[config.mk]
export PLATFORM = sky130hd
export DESIGN_NAME = lamp_chase_ctrl
export DESIGN_NICKNAME = d
export VERILOG_FILES = /design/src/rtl/lamp_pkg.sv /design/src/rtl/lamp_tick_gen.sv /design/src/rtl/lamp_chase_ctrl.sv
export SDC_FILE = /design/constraint.sdc
export NUM_CORES = 1
export LEC_CHECK = 0
export BUFFER_PORTS_ARGS = -buffer_cell sky130_fd_sc_hd__buf_4
export CAP_MARGIN = 20
export CORE_AREA = 2 2 94 69
export CTS_BUF_LIST = sky130_fd_sc_hd__clkbuf_16
export CTS_CLUSTER_SIZE = 40
export DETAILED_ROUTE_END_ITERATION = 8
export DIE_AREA = 0 0 96 71
export GPL_TIMING_DRIVEN = 0
export PLACE_DENSITY = 0.8
export SYNTH_ARGS = -nofsm -noshare
export SYNTH_HDL_FRONTEND = slang
export SYNTH_SLANG_ARGS = --single-unit
[constraint.sdc]
create_clock -name clk -period 4.7 [get_ports clk]
set_clock_uncertainty 0.1 [all_clocks]
set_input_delay 0.47 -clock clk [delete_from_list [all_inputs] [get_ports clk]]
set_output_delay 0.47 -clock clk [all_outputs]
set_load 0.005 [all_outputs]
[src/rtl/lamp_pkg.sv]
// Shared types for the lamp chaser: controller state and pattern mode encodings.
package lamp_pkg;

    localparam int unsigned MODE_W = 2;

    typedef enum logic [1:0] {
        IDLE = 2'b00,
        RUN  = 2'b01,
        HOLD = 2'b10,
        DONE = 2'b11
    } state_t;

    localparam logic [MODE_W-1:0] MODE_FWD   = 2'b00;
    localparam logic [MODE_W-1:0] MODE_REV   = 2'b01;
    localparam logic [MODE_W-1:0] MODE_PP    = 2'b10;
    localparam logic [MODE_W-1:0] MODE_BLINK = 2'b11;

endpackage

[src/rtl/lamp_tick_gen.sv]
// Prescaler: counts 0..div while enabled and flags the clock where the count reaches div.
module lamp_tick_gen #(
    parameter int unsigned DIV_W = 16
) (
    input  logic             clk,
    input  logic             rset,
    input  logic             clr,
    input  logic             en,
    input  logic [DIV_W-1:0] div,
    output logic             tick
);

    logic [DIV_W-1:0] cnt;

    assign tick = en && (cnt == div);

    // Count freezes while en is low so a paused run resumes mid-period.
    always_ff @(posedge clk or posedge rset) begin
        if (rset) begin
            cnt <= '0;
        end else if (clr) begin
            cnt <= '0;
        end else if (en) begin
            cnt <= (cnt == div) ? '0 : cnt + DIV_W'(1);
        end
    end

endmodule

[src/rtl/lamp_chase_ctrl.sv]
// Commanded lamp chaser: latches a run configuration on start and steps the lamp
// pattern once per prescaler tick until the step limit, a stop, or reset.
module lamp_chase_ctrl
    import lamp_pkg::*;
#(
    parameter int unsigned NLAMP = 4,
    parameter int unsigned DIV_W = 16,
    parameter int unsigned CNT_W = 8
) (
    input  logic              clk,
    input  logic              rset,
    input  logic              start,
    input  logic              stop,
    input  logic              pause,
    input  logic [MODE_W-1:0] mode,
    input  logic [DIV_W-1:0]  div,
    input  logic [CNT_W-1:0]  nsteps,
    output logic [NLAMP-1:0]  lamp,
    output logic              busy,
    output logic              done
);

    localparam logic [NLAMP-1:0] LAMP_LSB = NLAMP'(1);
    localparam logic [NLAMP-1:0] LAMP_MSB = LAMP_LSB << (NLAMP - 1);
    localparam logic [NLAMP-1:0] LAMP_ALL = '1;

    state_t              state, state_nxt;
    logic [NLAMP-1:0]    lamp_nxt;
    logic                busy_nxt, done_nxt;
    logic                dir_up, dir_up_nxt;
    logic [CNT_W-1:0]    step, step_nxt, step_inc;
    logic [MODE_W-1:0]   mode_l, mode_l_nxt;
    logic [DIV_W-1:0]    div_l, div_l_nxt;
    logic [CNT_W-1:0]    nsteps_l, nsteps_l_nxt;
    logic                tick_clr, tick_en, tick;
    logic [NLAMP-1:0]    adv_lamp;
    logic                adv_dir_up;

    // Prescaler only runs while stepping is live; HOLD with pause released counts as live.
    assign tick_en  = ((state == RUN) || (state == HOLD)) && !pause && !stop;
    assign step_inc = step + CNT_W'(1);

    lamp_tick_gen #(.DIV_W(DIV_W)) u_tick (
        .clk  (clk),
        .rset (rset),
        .clr  (tick_clr),
        .en   (tick_en),
        .div  (div_l),
        .tick (tick)
    );

    // Next pattern for one advance in the latched mode.
    always_comb begin
        adv_lamp   = lamp;
        adv_dir_up = dir_up;
        case (mode_l)
            MODE_FWD: adv_lamp = (lamp << 1) | (lamp >> (NLAMP - 1));
            MODE_REV: adv_lamp = (lamp >> 1) | (lamp << (NLAMP - 1));
            MODE_PP: begin
                if (NLAMP == 1) begin
                    adv_lamp = lamp;
                end else if (dir_up) begin
                    if (lamp[NLAMP-1]) begin
                        adv_lamp   = lamp >> 1;
                        adv_dir_up = 1'b0;
                    end else begin
                        adv_lamp = lamp << 1;
                    end
                end else begin
                    if (lamp[0]) begin
                        adv_lamp   = lamp << 1;
                        adv_dir_up = 1'b1;
                    end else begin
                        adv_lamp = lamp >> 1;
                    end
                end
            end
            default: adv_lamp = ~lamp;
        endcase
    end

    always_comb begin
        state_nxt    = state;
        lamp_nxt     = lamp;
        busy_nxt     = busy;
        done_nxt     = 1'b0;
        dir_up_nxt   = dir_up;
        step_nxt     = step;
        mode_l_nxt   = mode_l;
        div_l_nxt    = div_l;
        nsteps_l_nxt = nsteps_l;
        tick_clr     = 1'b0;

        case (state)
            IDLE: begin
                if (start && !stop) begin
                    mode_l_nxt   = mode;
                    div_l_nxt    = div;
                    nsteps_l_nxt = nsteps;
                    tick_clr     = 1'b1;
                    step_nxt     = '0;
                    dir_up_nxt   = 1'b1;
                    busy_nxt     = 1'b1;
                    state_nxt    = RUN;
                    case (mode)
                        MODE_FWD: lamp_nxt = LAMP_LSB;
                        MODE_REV: lamp_nxt = LAMP_MSB;
                        MODE_PP:  lamp_nxt = LAMP_LSB;
                        default:  lamp_nxt = LAMP_ALL;
                    endcase
                end
            end
            RUN, HOLD: begin
                if (stop) begin
                    state_nxt = IDLE;
                    lamp_nxt  = '0;
                    busy_nxt  = 1'b0;
                end else if (pause) begin
                    state_nxt = HOLD;
                end else begin
                    state_nxt = RUN;
                    if (tick) begin
                        step_nxt = step_inc;
                        // The final advance is never displayed.
                        if ((nsteps_l != '0) && (step_inc == nsteps_l)) begin
                            state_nxt = DONE;
                            lamp_nxt  = '0;
                            busy_nxt  = 1'b0;
                            done_nxt  = 1'b1;
                        end else begin
                            lamp_nxt   = adv_lamp;
                            dir_up_nxt = adv_dir_up;
                        end
                    end
                end
            end
            default: begin
                state_nxt = IDLE;
                lamp_nxt  = '0;
                busy_nxt  = 1'b0;
            end
        endcase
    end

    always_ff @(posedge clk or posedge rset) begin
        if (rset) begin
            state    <= IDLE;
            lamp     <= '0;
            busy     <= 1'b0;
            done     <= 1'b0;
            dir_up   <= 1'b0;
            step     <= '0;
            mode_l   <= '0;
            div_l    <= '0;
            nsteps_l <= '0;
        end else begin
            state    <= state_nxt;
            lamp     <= lamp_nxt;
            busy     <= busy_nxt;
            done     <= done_nxt;
            dir_up   <= dir_up_nxt;
            step     <= step_nxt;
            mode_l   <= mode_l_nxt;
            div_l    <= div_l_nxt;
            nsteps_l <= nsteps_l_nxt;
        end
    end

endmodule

==> results of run 1 <==
==> path summary, 6_finish.rpt <==
check | start | end | slack [ps] | cells past startpoint
setup / recovery | state[1] | step[4] | 2070 | 9
hold / removal | rset | lamp[2] | 20 | 2
setup reg to reg | state[1] | step[4] | 2070 | 9
hold reg to reg | div_l[13] | div_l[13] | 400 | 2
max in group asynchronous | rset | nsteps_l[0] | 3940 | 3
min in group clk | div[6] | div_l[6] | 230 | 3
==> per-stage QoR <==
| stage | instance area [sq um] | std cells | total power [mW] | hold WS, ps | util, % |
|---|---|---|---|---|---|
| after floorplan | 3360 | 394 | 1.43 | 367 | - |
| after global placement | 3720 | 508 | 1.64 | 383 | 62.3 |
| after detailed placement | 3740 | 509 | 1.69 | 377 | 62.7 |
| after CTS | 4020 | 525 | 2.33 | 27.7 | 67.3 |
| after global routing | 4020 | 525 | 2.49 | 54.8 | 67.3 |
| final | 4020 | 525 | 2.33 | 21.2 | 67.3 |
==> metal layers <==
layer	vias up	share of wire, %	GRT usage, %
met5	-	0	0
li1	1471	-	-
met2	141	46	42.5
met4	0	0.55	5.40
met1	1478	46	42.2
met3	6	7.4	7.35
==> power breakdown <==
part	switching (mW)	internal [mW]	total, mW
sequential	0.155	0.661	0.816
clock	0.222	0.399	0.621
combinational	0.538	0.358	0.896
total	0.915	1.42	2.33
==> sequential cells by signal, summed over array words and instances, names as in the netlist <==
name / flops
mode_l: 2
nsteps_l: 8
busy: 1
step: 8
done: 1
u_tick.cnt: 16
div_l: 16
lamp: 4
dir_up: 1
state: 2
==> worst reg2reg max path, cell delays in order (launching register included) <==
cell	delay, ps
dfrtp_1	380
inv_1	70
ha_1	280
buf_2	220
nand2b_1	150
nor2_1	290
clkbuf_1	450
a31oi_1	160
o31ai_1	230
o41ai_1	150
==> layout make-up <==
class / instances / area (sq um)
clock buffers: 9 / 225
well taps: 78 / 97.6
inverters: 12 / 45.0
repair buffers: 37 / 290
plain buffers: 18 / 71.3
multi-input cells: 305 / 1760
flip-flops and latches: 59 / 1480
clock inverters: 7 / 53.8
fillers: 481 / 1950
==> cell families after synthesis <==
| group | share of synthesized area, % |
|---|---|
| muxes | 0.298 |
| xor gates and xnor gates | 9.39 |
| buffers and inverters | 3.47 |
| and+or+nand+nor | 26.8 |
| adders and majority gates | 1.49 |
| DFF | 44.0 |
| AOI/OAI and AO/OA | 14.6 |
==> placed cells by master, fill, tap and decap left out, types with 3 or more instances in the layout <==
master,Yosys,final
a32oi_1,3,3
inv_1,12,15
and4_1,3,3
o21ai_0,11,11
nand4_1,12,12
clkbuf_1,15,15
nand2_1,99,99
ha_1,4,4
buf_4,0,36
and2_1,6,6
a31oi_1,6,6
and3_1,8,8
xnor2_1,25,25
a21oi_1,16,16
nand3b_1,3,3
o31ai_1,10,10
or3_1,3,3
nor3_1,4,4
nand2b_1,5,5
nor2_1,27,27
dfrtp_1,59,59
nand3_1,13,13
xor2_1,11,11
o211ai_1,5,5
buf_2,3,3
clkbuf_16,0,9
==> impl_metrics.env, run 1 <==
export IMPL_synth_nets=429
export IMPL_finalCritPeriodShare_pct=55.9
export IMPL_port_buffers=36
export IMPL_synth_largest_area_cell="dfrtp_1"
export IMPL_synth_area_per_cell_sq_um=8.52
export IMPL_period_needed_ps=2630
export IMPL_post_place_ws_ps=2170
export IMPL_clk_latency_ps=330
export IMPL_crit_fanout=10
export IMPL_globalRouteOverflowTotal=0
export IMPL_cts_made_buffers=9
export IMPL_synth_seq_area_share_pct=44.0
export IMPL_final_max_slew_violation_count=0
export IMPL_drc_errors=0
export IMPL_worstSetupPathType="reg2reg"
export IMPL_antenna_found_initial=0
export IMPL_crit_chain="inv_1 -> ha_1 -> buf_2 -> nand2b_1 -> nor2_1 -> clkbuf_1 -> a31oi_1 -> o31ai_1 -> o41ai_1"
export IMPL_synth_most_common_cell="nand2_1"
export IMPL_setup_viol=0
export IMPL_power_density_nw_per_um2=580
export IMPL_fp_row_count=24
export IMPL_ir_worst_vdd_mv=0.351
export IMPL_tritoncts="yes"
export IMPL_cp_arrival_ps=2700
export IMPL_cts_root_buf="clkbuf_16"
export IMPL_cpPeakStageDelay_ps=450
export IMPL_hold_path_class="in2async"
export IMPL_critPathTopFamily="buffers and inverters"
export IMPL_maxSlewHeadroom_pct=61.9
export IMPL_fp_coreArea_sq_um=5980
export IMPL_clock_sinks=59
export IMPL_antenna_cells=0
export IMPL_cts_resized=0
export IMPL_die_area_sq_um=6820
export IMPL_io_pins=37
export IMPL_synthTopCellsByCount="nand2_1 (99), dfrtp_1 (59), nor2_1 (27), xnor2_1 (25), a21oi_1 (16)"
export IMPL_required_ps=4780
export IMPL_status="finished, final reports clean"
export IMPL_htreeDepth=3
export IMPL_cts_path_max_buffers=2
export IMPL_drv_cap=0
export IMPL_gp_congestion=0.912
export IMPL_synth_warnings=0
export IMPL_num_nets_final=477
export IMPL_vias_per_cell=5.90
export IMPL_routedWlPerCell_um=16.5
export IMPL_synth_edf_count=0
export IMPL_clk_pin_slew_worst_paths_ps=50
export IMPL_worstMarginPinSlew_ps=571
export IMPL_synthFlopType="dfrtp_1"
export IMPL_synth_top_area_share_pct=44.0
export IMPL_netlist_area_sq_um=3360
export IMPL_hold_buffers=0
export IMPL_drtIter0Drc=303
export IMPL_async_flop_share_pct=100
export IMPL_grt_total_usage_pct=28.4
export IMPL_layout_setup_ws_ps=2070
export IMPL_grt_pass1_wl_um=14700
export IMPL_cp_slowest_cell="clkbuf_1"
export IMPL_hpwl_um=6020
export IMPL_grt_max_degree=45
export IMPL_grt_setup_unrepaired="no"
export IMPL_die_y_um=71
export IMPL_area_growth_synth_to_final_pct=19.9
export IMPL_start_kind="flip-flop"
export IMPL_setup_tns_ps=0
export IMPL_drt_total_wl_um=8650
export IMPL_critPathBufInv=3
export IMPL_synthTopCellsByArea="dfrtp_1 (44%), nand2_1 (11%), xnor2_1 (6.5%)"
export IMPL_yosys_register_bits=59
export IMPL_firstDrtPassIters=5
export IMPL_post_cts_buffers=0
export IMPL_endpoint_kind="flip-flop"
export IMPL_grt_pass1_vias=2949
export IMPL_fmax_mhz=381
export IMPL_yosysUniqueCellTypes=49
export IMPL_antenna_left=0
export IMPL_die_width_um=96
export IMPL_synth_cells=394
export IMPL_initial_core_util_pct=56.2
export IMPL_drive_gt1_share_pct=12.5
export IMPL_hold_viol_final=0
export IMPL_vias=3096
export IMPL_leakage_nw=1.87
Note: power is estimated with default switching activity, not from simulation.
==> inputs of run 2 (changes only) <==
--- a/config.mk
+++ b/config.mk
@@ -5,15 +5,16 @@
 export SDC_FILE = /design/constraint.sdc
 export NUM_CORES = 1
 export LEC_CHECK = 0
+export ABC_AREA = 1
 export BUFFER_PORTS_ARGS = -buffer_cell sky130_fd_sc_hd__buf_4
 export CAP_MARGIN = 20
-export CORE_AREA = 2 2 94 69
+export CORE_AREA = 2 2 98 72
 export CTS_BUF_LIST = sky130_fd_sc_hd__clkbuf_16
 export CTS_CLUSTER_SIZE = 40
 export DETAILED_ROUTE_END_ITERATION = 8
-export DIE_AREA = 0 0 96 71
+export DIE_AREA = 0 0 100 74
 export GPL_TIMING_DRIVEN = 0
-export PLACE_DENSITY = 0.8
+export PLACE_DENSITY = 0.76
 export SYNTH_ARGS = -nofsm -noshare
 export SYNTH_HDL_FRONTEND = slang
 export SYNTH_SLANG_ARGS = --single-unit
==> constraint.sdc (replaced) <==
create_clock -name clk -period 2.2 [get_ports clk]
set_clock_uncertainty 0.1 [all_clocks]
set_input_delay 0.22 -clock clk [delete_from_list [all_inputs] [get_ports clk]]
set_output_delay 0.22 -clock clk [all_outputs]
set_load 0.005 [all_outputs]
==> run 2 against run 1 <==
Effect of this change: total power grew 100%; worst setup slack got worse by 1800 ps; cell count is 13% higher; critical endpoint is now u_tick.cnt[5].
==> impl_metrics.env, run 2 <==
export IMPL_status="finished, final reports clean"
export IMPL_synthTopCellsByCount="nand2_1 (158), dfrtp_1 (59), inv_1 (49), nor2_1 (40), nand3_1 (20)"
export IMPL_synth_warnings=0
export IMPL_reg_top3="div_l x16, u_tick.cnt x16"
export IMPL_synth_area_per_cell_sq_um=7.50
export IMPL_grt_max_degree=37
export IMPL_synth_nets=475
export IMPL_final_max_slew_violation_count=0
export IMPL_synthFlopType="dfrtp_1"
export IMPL_drv_cap=0
export IMPL_clk_latency_ps=320
export IMPL_area_growth_synth_to_final_pct=27.8
export IMPL_worstMarginPinSlew_ps=786
export IMPL_hold_viol_final=0
export IMPL_endpoint_kind="flip-flop"
export IMPL_cpPeakStageDelay_ps=370
export IMPL_fp_row_count=25
export IMPL_fillCellCount=548
export IMPL_hold_path_class="in2reg"
export IMPL_grt_total_usage_pct=22.6
export IMPL_drc_errors=0
export IMPL_synth_largest_area_cell="dfrtp_1"
export IMPL_place_inst=558
export IMPL_die_area_sq_um=7400
export IMPL_synth_most_common_cell="nand2_1"
export IMPL_netlist_area_sq_um=3300
export IMPL_final_common_cell="nand2_1"
export IMPL_setup_tns_ps=0
export IMPL_fp_coreArea_sq_um=6510
export IMPL_start_kind="flip-flop"
export IMPL_setup_viol=0
export IMPL_grt_setup_unrepaired="no"
export IMPL_period_needed_ps=1970
export IMPL_finalCritPeriodShare_pct=89.4
export IMPL_worstSetupPathType="reg2reg"
export IMPL_antenna_left=0
export IMPL_drive_gt1_share_pct=14.8
export IMPL_antenna_cells=0
export IMPL_grt_pass1_wl_um=13100
export IMPL_synth_seq_area_share_pct=44.7
export IMPL_maxSlewHeadroom_pct=47.5
export IMPL_die_y_um=74
export IMPL_initial_core_util_pct=50.8
export IMPL_async_flop_share_pct=100
export IMPL_vias=3053
export IMPL_critPathTopFamily="simple AND/OR/NAND/NOR gates"
export IMPL_hpwl_um=5290
export IMPL_instances_no_fill=595
export IMPL_die_width_um=100
export IMPL_synth_cells=440
export IMPL_yosys_register_bits=59
export IMPL_crit_chain="inv_1 -> ha_4 -> nand2_1 -> nand2_2 -> clkbuf_4 -> nand4_1 -> nor3b_2 -> xor2_1 -> nor2_1"
export IMPL_vias_per_cell=5.13
export IMPL_yosysUniqueCellTypes=32
export IMPL_routedWlPerCell_um=12.5
export IMPL_cp_slowest_cell="dfrtp_1"
export IMPL_synthTopCellsByArea="dfrtp_1 (45%), nand2_1 (18%), inv_1 (5.6%)"
export IMPL_cp_arrival_ps=2070
export IMPL_final_cell_mix="nand2_1 (158), dfrtp_1 (58), inv_1 (49)"
export IMPL_antenna_found_initial=0
export IMPL_power_density_nw_per_um2=1130
export IMPL_drtIter0Drc=102
export IMPL_fmax_mhz=509
export IMPL_final_util_pct=64.9
export IMPL_timing_hold_ws_ps=4.89
export IMPL_total_power_mw=4.75
export IMPL_crit_fanout=10
export IMPL_tritoncts="yes"
export IMPL_ir_worst_vdd_mv=0.612
export IMPL_cts_root_buf="clkbuf_16"
export IMPL_critPathBufInv=2
export IMPL_num_nets_final=544
export IMPL_cts_made_buffers=9
export IMPL_globalRouteOverflowTotal=0
export IMPL_synth_edf_count=0
export IMPL_firstDrtPassIters=4
export IMPL_grt_pass1_vias=2983
export IMPL_synth_top_area_share_pct=44.7
export IMPL_clock_sinks=59
export IMPL_io_pins=37
export IMPL_port_buffers=36
export IMPL_drt_total_wl_um=7430
export IMPL_htreeDepth=3
export IMPL_gp_congestion=0.827
export IMPL_cts_path_max_buffers=2
export IMPL_clk_pin_slew_worst_paths_ps=50
export IMPL_required_ps=2300
export IMPL_leakage_nw=2.09
-- run 2: cell count changes in the layout (fill, tap and decap cells not counted), moves of 10 or more --
cell           change
xnor2_1           -12
nand2_1           +59
dlygate4sd3_1     +18
nor2_1            +11
clkbuf_1          -10
inv_1             +34
-- run 2: stage by stage --
stage	area, sq um	setup slack (ps)
2_1_floorplan	3300	353
3_3_place_gp	3670	-362
3_5_place_dp	3700	82.8
4_1_cts	4170	75.9
5_1_grt	4220	25.7
6_report	4220	234
-- run 2: cell type report --
| class | instances | area (sq um) | area share (%) |
|---|---|---|---|
| Tap cell | 81 | 101 | 2.40 |
| Clock inverter | 7 | 60.1 | 1.42 |
| Inverter | 50 | 188 | 4.45 |
| Buffer | 7 | 31.3 | 0.741 |
| Clock buffer | 9 | 225 | 5.34 |
| Timing Repair Buffer | 58 | 500 | 11.9 |
| Multi-Input combinational cell | 324 | 1640 | 38.8 |
| Sequential cell | 59 | 1480 | 35.0 |
-- run 2: logic make-up (layout without fill, tap and decap cells) --
| logic type | count (synthesis) | count (layout) | share of synthesized area [%] |
|---|---|---|---|
| xor gates and xnor gates | 19 | 19 | 5.04 |
| and+or+nand+nor | 252 | 252 | 33.5 |
| adders and majority gates | 4 | 4 | 1.52 |
| DFF | 59 | 59 | 44.7 |
| AOI/OAI and AO/OA | 49 | 49 | 8.64 |
| buffers and inverters | 57 | 131 | 6.56 |
-- run 2: per-layer routing --
| metal | part of all wire, % | wire [um] | GRT usage [%] |
|---|---|---|---|
| met1 | 47 | 3470 | 29.1 |
| met2 | 48 | 3540 | 37.7 |
| met3 | 4.9 | 366 | 6.39 |
| met4 | 0.78 | 58 | 7.15 |
| met5 | 0 | 0 | 0 |
-- run 2: final timing paths --
path                       slack [ps]      from       endpoint  cells after the start
min reg2reg                       380      busy           busy                      2
max                               230  state[1]  u_tick.cnt[5]                      9
min                                 5    div[0]       div_l[0]                      3
max in group asynchronous         900      rset        step[0]                      4
min in group asynchronous         500      rset       div_l[3]                      3
max reg2reg                       230  state[1]  u_tick.cnt[5]                      9
-- run 2: where the power goes --
part | leakage, nW | total (mW) | internal (mW) | switching (mW)
sequential | 0.770 | 1.71 | 1.40 | 0.302
clock | 0.144 | 1.34 | 0.860 | 0.480
combinational | 1.18 | 1.70 | 0.719 | 0.984
-- run 2: tightest hold or removal path: cells and delay by family --
family | cells | cell delay, ps
AND/OR/NAND/NOR | 2 | 100
buffers and inverters | 1 | 70
-- run 2: timing repair --
action | in CTS | in global routing
resized for setup | 0 | 8
hold endpoints to repair | 52 | 0
buffers inserted | 0 | 3
hold buffers | 18 | 0
setup endpoints to repair | 0 | 9
